[config.mk]
export PLATFORM = sky130hd
export DESIGN_NAME = fifo_rd_stream
export DESIGN_NICKNAME = d
export VERILOG_FILES = /design/src/rtl/fifo_rd_stream.sv
export SDC_FILE = /design/constraint.sdc
export NUM_CORES = 1
export LEC_CHECK = 0
export ABC_AREA = 0
export BUFFER_PORTS_ARGS = -buffer_cell sky130_fd_sc_hd__buf_2
export CORE_ASPECT_RATIO = 1.5
export CORE_MARGIN = 3
export CORE_UTILIZATION = 59
export CTS_CLUSTER_SIZE = 8
export DETAILED_ROUTE_END_ITERATION = 12
export GPL_TIMING_DRIVEN = 0
export PLACE_DENSITY = 0.86
export SLEW_MARGIN = 25
export SYNTH_ARGS = -nofsm -noshare
export SYNTH_HDL_FRONTEND = slang
export SYNTH_SLANG_ARGS = --single-unit
[constraint.sdc]
create_clock -name clk_i -period 5.8 [get_ports clk_i]
set_input_delay 1.16 -clock clk_i [delete_from_list [all_inputs] [get_ports clk_i]]
set_output_delay 1.16 -clock clk_i [all_outputs]
set_load 0.005 [all_outputs]
[src/rtl/fifo_rd_stream.sv]
// Read-side drain stage for the async FIFO: issues read strobes, absorbs the one-cycle
// read latency in a 3-entry skid buffer, and frames a valid/ready stream into packets.
module fifo_rd_stream #(
    parameter int WIDTH     = 8,
    parameter int PKT_LEN   = 4,
    parameter int CNT_WIDTH = 16
) (
    input  logic                 clk_i,
    input  logic                 clr_i,
    input  logic                 fifo_empty_i,
    input  logic [WIDTH-1:0]     fifo_rdata_i,
    input  logic                 fifo_rd_error_i,
    output logic                 fifo_rd_en_o,
    output logic [WIDTH-1:0]     m_data_o,
    output logic                 m_valid_o,
    input  logic                 m_ready_i,
    output logic                 m_last_o,
    output logic [CNT_WIDTH-1:0] word_cnt_o,
    output logic [CNT_WIDTH-1:0] pkt_cnt_o,
    output logic                 rd_error_o
);

    // state | meaning
    // E0    | skid buffer empty
    // E1    | one beat buffered (head valid)
    // E2    | two beats buffered
    // E3    | three beats buffered (full)
    typedef enum logic [1:0] {E0 = 2'd0, E1 = 2'd1, E2 = 2'd2, E3 = 2'd3} occ_t;

    localparam int BW = (PKT_LEN > 1) ? $clog2(PKT_LEN) : 1;
    localparam logic [BW-1:0] LAST_IDX = BW'(PKT_LEN - 1);

    occ_t             occ;
    logic             inflight;
    logic [WIDTH-1:0] skid [3];
    logic [BW-1:0]    beat_idx;
    logic             pop;
    logic             cap;
    logic [1:0]       occ_v;
    logic [1:0]       occ_n;
    logic [1:0]       wr_idx;

    assign m_valid_o = (occ != E0);
    assign m_data_o  = skid[0];
    assign m_last_o  = m_valid_o & (beat_idx == LAST_IDX);
    assign pop       = m_valid_o & m_ready_i;
    assign cap       = inflight;
    assign occ_v     = occ;

    // Buffered plus in-flight beats must stay below three so every issued read has a slot.
    assign fifo_rd_en_o = !clr_i && !fifo_empty_i &&
                          (({1'b0, occ_v} + {2'b00, inflight}) < 3'd3);

    always_comb begin
        occ_n  = occ_v;
        wr_idx = occ_v;
        if (cap && !pop)
            occ_n = occ_v + 2'd1;
        else if (!cap && pop)
            occ_n = occ_v - 2'd1;
        if (pop)
            wr_idx = occ_v - 2'd1;
    end

    always_ff @(posedge clk_i) begin
        if (clr_i) begin
            occ        <= E0;
            inflight   <= 1'b0;
            beat_idx   <= '0;
            word_cnt_o <= '0;
            pkt_cnt_o  <= '0;
            rd_error_o <= 1'b0;
            skid[0]    <= '0;
            skid[1]    <= '0;
            skid[2]    <= '0;
        end else begin
            occ      <= occ_t'(occ_n);
            inflight <= fifo_rd_en_o;
            if (pop) begin
                skid[0]    <= skid[1];
                skid[1]    <= skid[2];
                word_cnt_o <= word_cnt_o + CNT_WIDTH'(1);
                if (m_last_o) begin
                    pkt_cnt_o <= pkt_cnt_o + CNT_WIDTH'(1);
                    beat_idx  <= '0;
                end else begin
                    beat_idx  <= beat_idx + BW'(1);
                end
            end
            // Tail write follows the shift so a simultaneous pop and capture keeps order.
            if (cap) begin
                case (wr_idx)
                    2'd0:    skid[0] <= fifo_rdata_i;
                    2'd1:    skid[1] <= fifo_rdata_i;
                    2'd2:    skid[2] <= fifo_rdata_i;
                    default: ;
                endcase
            end
            if (fifo_rd_error_i || (fifo_rd_en_o && fifo_empty_i))
                rd_error_o <= 1'b1;
        end
    end

    a_no_overflow: assert property (@(posedge clk_i) disable iff (clr_i)
                                    !(cap && !pop && occ == E3));

endmodule

# Word level (Yosys, flattened, before mapping)
# Memories as Yosys holds them, arrays and structs flattened.
# Cells that the tools add are included.
[totals]
ff_bits = 38
ramBits = 24
in_bits = 13
elab_cells = 64
mem_count = 1
[op_classes]
addsub = 6
order_cmp = 1
n_eq_ne = 3
muxes = 26
bitwise = 7
n_reduce_logical = 14
[memory_table]
columns = ["name", "words", "width", "read_ports", "rd_ports_with_merged_regs", "wr", "line", "rtl"]
rows = [
  ["skid", 3, 8, 3, 0, 3, "35", "logic [WIDTH-1:0] skid [3];"],
]
[op_table]
columns = ["op", "n"]
rows = [
  ["8-bit 2-to-1 mux", 5],
  ["16-bit by 1-bit adder with 16-bit output, second input constant", 2],
  ["1-bit 2-to-1 mux", 17],
  ["2-bit 2-to-1 mux", 4],
  ["1-bit logical AND", 5],
  ["1-bit OR", 5],
  ["2-bit by 1-bit adder with 2-bit output, second input constant", 2],
  ["2-bit equality test, second input constant", 2],
  ["1-bit zero test", 4],
  ["2-bit nonzero test", 2],
  ["2-bit by 1-bit adder with 3-bit output", 1],
  ["3-bit by 2-bit less-than comparator with 1-bit output, second input constant", 1],
  ["1-bit AND", 2],
  ["2-bit by 1-bit equality test with 1-bit output, second input constant", 1],
  ["2-bit zero test", 1],
  ["2-bit AND reduction", 1],
  ["2-bit by 1-bit subtractor with 2-bit output, second input constant", 1],
  ["1-bit logical OR", 1],
]

# Logic depth before layout (Yosys ltp)
# Gate-level depths: netlist (run 1).
[logic_depth]
depth_word = 9
ltp_mapped = 10
ltp_nobuf = 9

# Worst setup path after synthesis (run 1)
# No wires, ideal clock.
[synth_timing]
path_kind = "input to output"
start = "input port clr_i"
end = "output port fifo_rd_en_o"
arrival_time_ns = 1.768
t_required_ns = 4.640
slack_ns = 2.872
cell_stages = 2
n_path_buf = 1
path_cell_list = "clkbuf_1 a2111oi_0"
[synth_between]
elab_chain_cells = 3
[synth_rtl]
columns = ["item", "line", "rtl"]
rows = [
  ["start, declared", "9", "input logic clr_i,"],
  ["1-bit zero test", "51", "assign fifo_rd_en_o = !clr_i && !fifo_empty_i &&"],
  ["1-bit logical AND (2 in a row)", "51", ""],
  ["end, declared", "13", "output logic fifo_rd_en_o,"],
]
# Every way passes these cells.

# Final worst setup path (run 1)
# Same ends and word-level chain as after synthesis.

==> impl_metrics.ini, run 1 <==
[clock_network]
htreeDepth = 3
path_clk_slew_ns = 0.06
maximum_clock_path_buffer_count = 2
clock_sinks = 62
cts_root_buf = sky130_fd_sc_hd__clkbuf_8
worstSkewPairLatency_ns = 0.34
cts_tree = built
tritoncts.num_buffers = 9
cts_setup_buffers = 0
cts-resized-gates = 0
postCtsHoldBufs = 0

[synthesis]
synthesis.area_per_instance_sq_um = 9.606
synth_top_family_by_area = simple AND/OR/NAND/NOR gates
synth_nets = 330
synth_fa_ha_area_share_pct = 2.941
synth.ff_latch_count = 62
synth.yosys.warnings = 0
synth.cell_area_sq_mm = 0.002978
synth_compound_gate_area_share_pct = 11.43
yosysUniqueCellTypes = 43
synth_top_cells_by_area = sky130_fd_sc_hd__dfxtp_1 (26%), sky130_fd_sc_hd__edfxtp_1 (24%), sky130_fd_sc_hd__nand3_1 (4.7%)
synthMostInstantiatedCell = sky130_fd_sc_hd__dfxtp_1
synth_sequential_area_ratio_pct = 49.75
synth_top_flop_cell = sky130_fd_sc_hd__dfxtp_1
synth_commonest_cells = sky130_fd_sc_hd__dfxtp_1 (38), sky130_fd_sc_hd__nand2_1 (31), sky130_fd_sc_hd__nand3_1 (28)
synth.largest_area_cell = sky130_fd_sc_hd__dfxtp_1
synth_xor_area_share_pct = 6.176
synthMuxAreaShare_pct = 0.7563
synth-simple-area-share_pct = 24.12
syn-instance-count = 310
synthDominantCellAreaShare_pct = 25.55
async_flop_share_pct = 0
synth_enable_flop_cells = 24

[route]
drt_iter0_markers = 113
detail_route.vias_per_cell = 5.665
vias = 2538
post_detailed_routing_wire_length_um = 6448
routed_wire_length_per_instance_um = 14.39
drt_drc_violations_left = 0
dr.pass1.iters = 4
final_antenna_net_count = 0

[die]
fp.dieW_um = 64.01
boundaryPins = 57
floorplan.die_area_sq_mm = 0.005953
initial_cell_density_of_the_core_pct = 61.42
core_area_sq_mm = 0.004848
die_height_um = 93.01
floorplan.rows = 31

[power_and_ir_drop]
leakagePower_uw = 0.001506
powerDensity_mw_per_mm2 = 356.5
ir_drop_mv = 0.2184

[critical_path]
critPathCaptureType = output pin
cp_slowest_stage_delay_ns = 0.49
worstPathRequired_ns = 4.64
timing.reg2reg.worst_path_depth = 9
path_class = in2out
crit_top_cell = sky130_fd_sc_hd__buf_2
worst_r2r_endpoint = skid[0][7]$_SDFFCE_PN0P_
r2r-start = occ[0]$_SDFFE_PP0P_
crit_path_start_kind = primary input
crit_chain = buf_2 -> clkbuf_1 -> a2111oi_0 -> buf_2
r2r_slack_ns = 2.90
worst-path-max-fanout = 10
arrival_time_of_data_at_the_critical_path_endpoint_ns = 2.16
critical_path.slowest_cell = sky130_fd_sc_hd__a2111oi_0

[place]
buffers_added_on_ports = 56
placement.cell_area_sq_mm = 0.003341
final_weighted_congestion_of_routability_driven_global_placement = 0.8334
worst_setup_slack_after_placement_ns = 2.481
dp_hpwl_um = 4667
dp.cells = 432

[global_routing]
number_of_global_route_vias_before_repair = 2440
grt_start_max_net_pins = 11
grtUsageTotal_pct = 23.44
globalRouteOverflowTotal = 0
met2_demand_to_capacity_share_in_global_routing_pct = 40.90
grt_use_met3_pct = 6.370
grt_antenna_before_repair = 0
use_met1_pct = 25.12
grt_first_pass_wirelength_um = 10780
top_usage_layer_grt = met2

[timing]
maxClockFrequency_ghz = 0.3013
final-max-slew-violation-count = 0
unrepaired_setup_endpoints_after_global_routing = no
hold_viol_final = 0
finalSetupViolCount = 0
final.min_clock_period_ns = 3.319
final_critical_path_setup_slack_ns = 2.481
timing_worst_slew_pin_value_ns = 0.9524
final_min_period_over_clock_period_pct = 57.22
worst_slew_margin_rel_pct = 35.96
timing.setup.tns_ns = 0
fin_skew_ns = 0.006068

[cells_and_area]
fin_nets = 397
area.growth.synth_to_final_pct = 17.94
final_cell_count_no_fill = 448
drive_gt1_share_pct = 21.73
post-route-cell-area_sq_mm = 0.003512
antenna_cells_inserted = 0

[min_path]
worstHoldPathCells = 2
worstHoldPathType = reg2reg
hold_path.startpoint = beat_idx[1]$_SDFFE_PP0P_
hold_end = beat_idx[1]$_SDFFE_PP0P_

[job]
maxCapViolCount = 0

[outcome]
outcome = finished clean
==> cell type report <==
class / count / area (sq um)
sequential: 62 / 1481
multi-input combinational: 218 / 1353
fill: 368 / 1336
timing repair buffer: 56 / 280.3
clock buffer: 15 / 166.4
buffer: 24 / 121.4
tap: 66 / 82.58
inverter: 6 / 22.52
clock inverter: 1 / 5.005
==> cell usage in the layout (no fill, tap or decap), types with 3 or more instances in the layout <==
cell type and instances:
sky130_fd_sc_hd__buf_2 57, sky130_fd_sc_hd__dfxtp_1 38, sky130_fd_sc_hd__nand2_1 31, sky130_fd_sc_hd__nand3_1 28, sky130_fd_sc_hd__nor2_1 27, sky130_fd_sc_hd__edfxtp_1 24, sky130_fd_sc_hd__clkbuf_1 16, sky130_fd_sc_hd__o211ai_1 16
sky130_fd_sc_hd__xor2_1 16, sky130_fd_sc_hd__a21oi_1 15, sky130_fd_sc_hd__clkbuf_8 11, sky130_fd_sc_hd__and2_1 9, sky130_fd_sc_hd__buf_4 8, sky130_fd_sc_hd__nand4_1 7, sky130_fd_sc_hd__ha_1 7, sky130_fd_sc_hd__o21ai_0 6
sky130_fd_sc_hd__inv_1 5, sky130_fd_sc_hd__nor2b_1 5, sky130_fd_sc_hd__xnor2_1 5, sky130_fd_sc_hd__or3_1 5, sky130_fd_sc_hd__o31ai_1 4, sky130_fd_sc_hd__nor3_1 4, sky130_fd_sc_hd__buf_1 3, sky130_fd_sc_hd__nand2b_1 3
sky130_fd_sc_hd__and4b_1 3, sky130_fd_sc_hd__and3_1 3, sky130_fd_sc_hd__or4_1 3
==> state kept, by name, indices dropped and copies added (netlist names) <==
register	cells
beat_idx	2
occ	2
word_cnt_o	16
rd_error_o	1
pkt_cnt_o	16
skid	24
cap	1
==> worst max-delay path: cells and delay by family <==
family | cells | cell delay, ns
AO/OA/AOI/OAI | 1 | 0.49
buffers and inverters | 3 | 0.51
==> power breakdown <==
group	total, uW	switching [uW]	internal, uW
registers	558	29.9	528
logic	359	219	140
clock network	335	156	178
==> worst max-delay path by stage <==
stage | start | endpoint | slack, ns
after floorplan | clr_i | fifo_rd_en_o | 2.87
after global placement | clr_i | fifo_rd_en_o | 2.49
after detailed placement | clr_i | fifo_rd_en_o | 2.48
after CTS | clr_i | fifo_rd_en_o | 2.47
after global routing | clr_i | fifo_rd_en_o | 2.30
final | clr_i | fifo_rd_en_o | 2.48
==> stage by stage <==
| stage | util, % | power, uW | hold slack [ns] |
|---|---|---|---|
| 3_3_place_gp | 68.90 | 908.0 | 0.4423 |
| 5_1_grt | 72.44 | 1326 | 0.5065 |
| 6_report | 72.44 | 1252 | 0.4746 |
| 3_5_place_dp | 68.90 | 923.9 | 0.4623 |
| 4_1_cts | 72.44 | 1261 | 0.4723 |
| 2_1_floorplan | - | 815.5 | 0.4400 |
==> kinds of logic (layout without fill, tap and decap cells) <==
kind of cell / Yosys count / in the layout
simple gates: 137 / 137
fa+ha+maj: 7 / 7
xor+xnor: 21 / 21
mux: 2 / 2
flops: 62 / 62
buf+inv: 30 / 102
compound gates: 51 / 51
==> per-layer routing <==
metal | vias up | part of all wire [%]
li1 | 1245 | -
met1 | 1188 | 38
met2 | 87 | 53
met3 | 18 | 5.6
met4 | 0 | 2.9
met5 | - | 0
(Power assumes the default switching activity.)
==> run 2, diff against run 1 <==
--- a/config.mk
+++ b/config.mk
@@ -5,15 +5,15 @@
 export SDC_FILE = /design/constraint.sdc
 export NUM_CORES = 1
 export LEC_CHECK = 0
-export ABC_AREA = 0
+export ABC_AREA = 1
 export BUFFER_PORTS_ARGS = -buffer_cell sky130_fd_sc_hd__buf_2
 export CORE_ASPECT_RATIO = 1.5
 export CORE_MARGIN = 3
-export CORE_UTILIZATION = 59
+export CORE_UTILIZATION = 50
 export CTS_CLUSTER_SIZE = 8
 export DETAILED_ROUTE_END_ITERATION = 12
 export GPL_TIMING_DRIVEN = 0
-export PLACE_DENSITY = 0.86
+export PLACE_DENSITY = 0.78
 export SLEW_MARGIN = 25
 export SYNTH_ARGS = -nofsm -noshare
 export SYNTH_HDL_FRONTEND = slang
==> constraint.sdc (replaced) <==
create_clock -name clk_i -period 2.8 [get_ports clk_i]
set_input_delay 0.56 -clock clk_i [delete_from_list [all_inputs] [get_ports clk_i]]
set_output_delay 0.56 -clock clk_i [all_outputs]
set_load 0.005 [all_outputs]
==> run 2 against run 1 <==
Final area rose by 1.5%. Critical path depth rose by 3. Sequential power rose by 99%. Synthesized cell count rose by 22%. Largest power group unchanged.
==> impl_metrics.ini, run 2 <==
[outcome]
outcome = finished clean

[cells_and_area]
final_cell_count_no_fill = 521
drive_gt1_share_pct = 20.94
antenna_cells_inserted = 0
layout.filler_cells = 523
area.sequential_sq_mm = 0.001481
fin_nets = 464
largest-register = skid
top_regs = skid x24, pkt_cnt_o x16, word_cnt_o x16
multi_input_area_sq_mm = 0.001271
finalCoreUtilization_pct = 61.19
layout_commonest_cell = sky130_fd_sc_hd__nand2_1
mostFrequentLayoutCells = sky130_fd_sc_hd__nand2_1 (87), sky130_fd_sc_hd__nor2_1 (59), sky130_fd_sc_hd__buf_2 (57), sky130_fd_sc_hd__inv_1 (40), sky130_fd_sc_hd__dfxtp_1 (38)
area.growth.synth_to_final_pct = 18.21
largest_reg_flops = 24

[synthesis]
synthDominantCellAreaShare_pct = 25.22
synth_top_flop_cell = sky130_fd_sc_hd__dfxtp_1
synth_enable_flop_cells = 24
synthesis.area_per_instance_sq_um = 7.981
synth_nets = 398
synth_sequential_area_ratio_pct = 49.11
async_flop_share_pct = 0
synth.cell_area_sq_mm = 0.003017
synth.ff_latch_count = 62
yosysUniqueCellTypes = 32
synth_top_cells_by_area = sky130_fd_sc_hd__dfxtp_1 (25%), sky130_fd_sc_hd__edfxtp_1 (24%), sky130_fd_sc_hd__nand2_1 (11%)
syn-instance-count = 378
synth.yosys.warnings = 0
synthMostInstantiatedCell = sky130_fd_sc_hd__nand2_1
synth.largest_area_cell = sky130_fd_sc_hd__dfxtp_1
synth_commonest_cells = sky130_fd_sc_hd__nand2_1 (87), sky130_fd_sc_hd__nor2_1 (59), sky130_fd_sc_hd__inv_1 (40)

[critical_path]
path_class = reg2reg
arrival_time_of_data_at_the_critical_path_endpoint_ns = 2.47
crit_chain = inv_1 -> ha_1 -> inv_2 -> nand2_2 -> xor2_1 -> nand3_1 -> nand3_1
crit_path_start_kind = flop
critical_path.slowest_cell = sky130_fd_sc_hd__nand3_1
worst-path-max-fanout = 9
cp_slowest_stage_delay_ns = 0.44
critPathCaptureType = flop
crit_top_cell = sky130_fd_sc_hd__nand3_1
worstPathRequired_ns = 2.79

[route]
detail_route.vias_per_cell = 5.100
drt_iter0_markers = 241
final_antenna_net_count = 0
post_detailed_routing_wire_length_um = 6475
drt_drc_violations_left = 0
vias = 2657
dr.pass1.iters = 4
routed_wire_length_per_instance_um = 12.43

[global_routing]
grt_antenna_before_repair = 0
globalRouteOverflowTotal = 0
grtUsageTotal_pct = 19.95
number_of_global_route_vias_before_repair = 2661
grt_first_pass_wirelength_um = 11320
grt_start_max_net_pins = 11

[die]
floorplan.die_area_sq_mm = 0.007020
die_height_um = 101.1
fp.dieW_um = 69.42
initial_cell_density_of_the_core_pct = 51.76
boundaryPins = 57
core_area_sq_mm = 0.005828
floorplan.rows = 34

[timing]
final_min_period_over_clock_period_pct = 88.58
unrepaired_setup_endpoints_after_global_routing = no
fin_skew_ns = 0.005926
maxClockFrequency_ghz = 0.4032
timing.setup.tns_ns = 0
timing_worst_slew_pin_value_ns = 0.7362
final-max-slew-violation-count = 0
final.min_clock_period_ns = 2.480
hold_viol_final = 0
fin_hold_ws_ns = 0.4067
finalSetupViolCount = 0
worst_slew_margin_rel_pct = 50.63

[power_and_ir_drop]
leakagePower_uw = 0.001575
overall_power_of_the_completed_layout_uw = 2332
ir_drop_mv = 0.3255
powerDensity_mw_per_mm2 = 653.9

[clock_network]
path_clk_slew_ns = 0.07
postCtsHoldBufs = 0
maximum_clock_path_buffer_count = 2
cts-resized-gates = 0
cts_setup_buffers = 0
cts_tree = built
tritoncts.num_buffers = 9
htreeDepth = 3
clock_sinks = 62
worstSkewPairLatency_ns = 0.34
cts_root_buf = sky130_fd_sc_hd__clkbuf_8

[place]
buffers_added_on_ports = 55
dp_hpwl_um = 4896
final_weighted_congestion_of_routability_driven_global_placement = 0.8403
dp.cells = 505

[job]
maxCapViolCount = 0

[min_path]
worstHoldPathType = in2reg
## run 2: worst paths after layout
| path | start | to | slack (ns) | cells past startpoint |
|---|---|---|---|---|
| setup reg to reg | occ[0]$_SDFFE_PP0P_ | skid[0][14]$_SDFFCE_PN0P_ | 0.32 | 7 |
| hold reg to reg | rd_error_o$_SDFFE_PP0P_ | rd_error_o$_SDFFE_PP0P_ | 0.47 | 2 |
| setup / recovery | occ[0]$_SDFFE_PP0P_ | skid[0][14]$_SDFFCE_PN0P_ | 0.32 | 7 |
| hold / removal | fifo_empty_i | cap$_SDFF_PP0_ | 0.41 | 2 |
## run 2: per-stage QoR
stage          area (sq um)  worst slack [ns]
3_3_place_gp           3382            0.2659
6_report               3566            0.3198
2_1_floorplan          3017            0.5618
4_1_cts                3566            0.2860
3_5_place_dp           3387            0.2942
5_1_grt                3566           0.05530
## run 2: cells by family after synthesis
logic type	synth area share (%)
buffers and inverters	8.917
flip-flops	49.11
AO/OA/AOI/OAI	9.747
AND/OR/NAND/NOR	27.91
XOR/XNOR	1.411
adder cells (fa/ha/maj)	2.903
## run 2: final cells by class
class                      count  area share (%)
inverter                      42           4.421
sequential                    62           41.54
clock buffer                   9           3.474
buffer                        16           3.123
multi-input combinational    258           35.65
timing repair buffer          55           7.719
clock inverter                 7           1.544
tap                           72           2.526
## run 2: worst max-delay path: cells and delay by family, from the launching register on
kind / cells / cell delay (ns)
and+or+nand+nor: 3 / 0.89
DFF: 1 / 0.40
xor gates and xnor gates: 1 / 0.29
buffers and inverters: 2 / 0.25
adders and majority gates: 1 / 0.30
## run 2: where the power goes
group          switching (uW)  leakage, uW  internal (uW)
Combinational             296     0.000921            204
Sequential               47.5     0.000560           1070
Clock                     323    0.0000929            395
## run 2: per-layer routing
layer  global-route usage (%)  up-vias  share of wire (%)
met5                        0        -                  0
met4                    11.43        0                1.8
met1                    20.75     1222                 38
met3                    3.277       11                4.9
met2                    37.65       60                 55
li1                         -     1364                  -
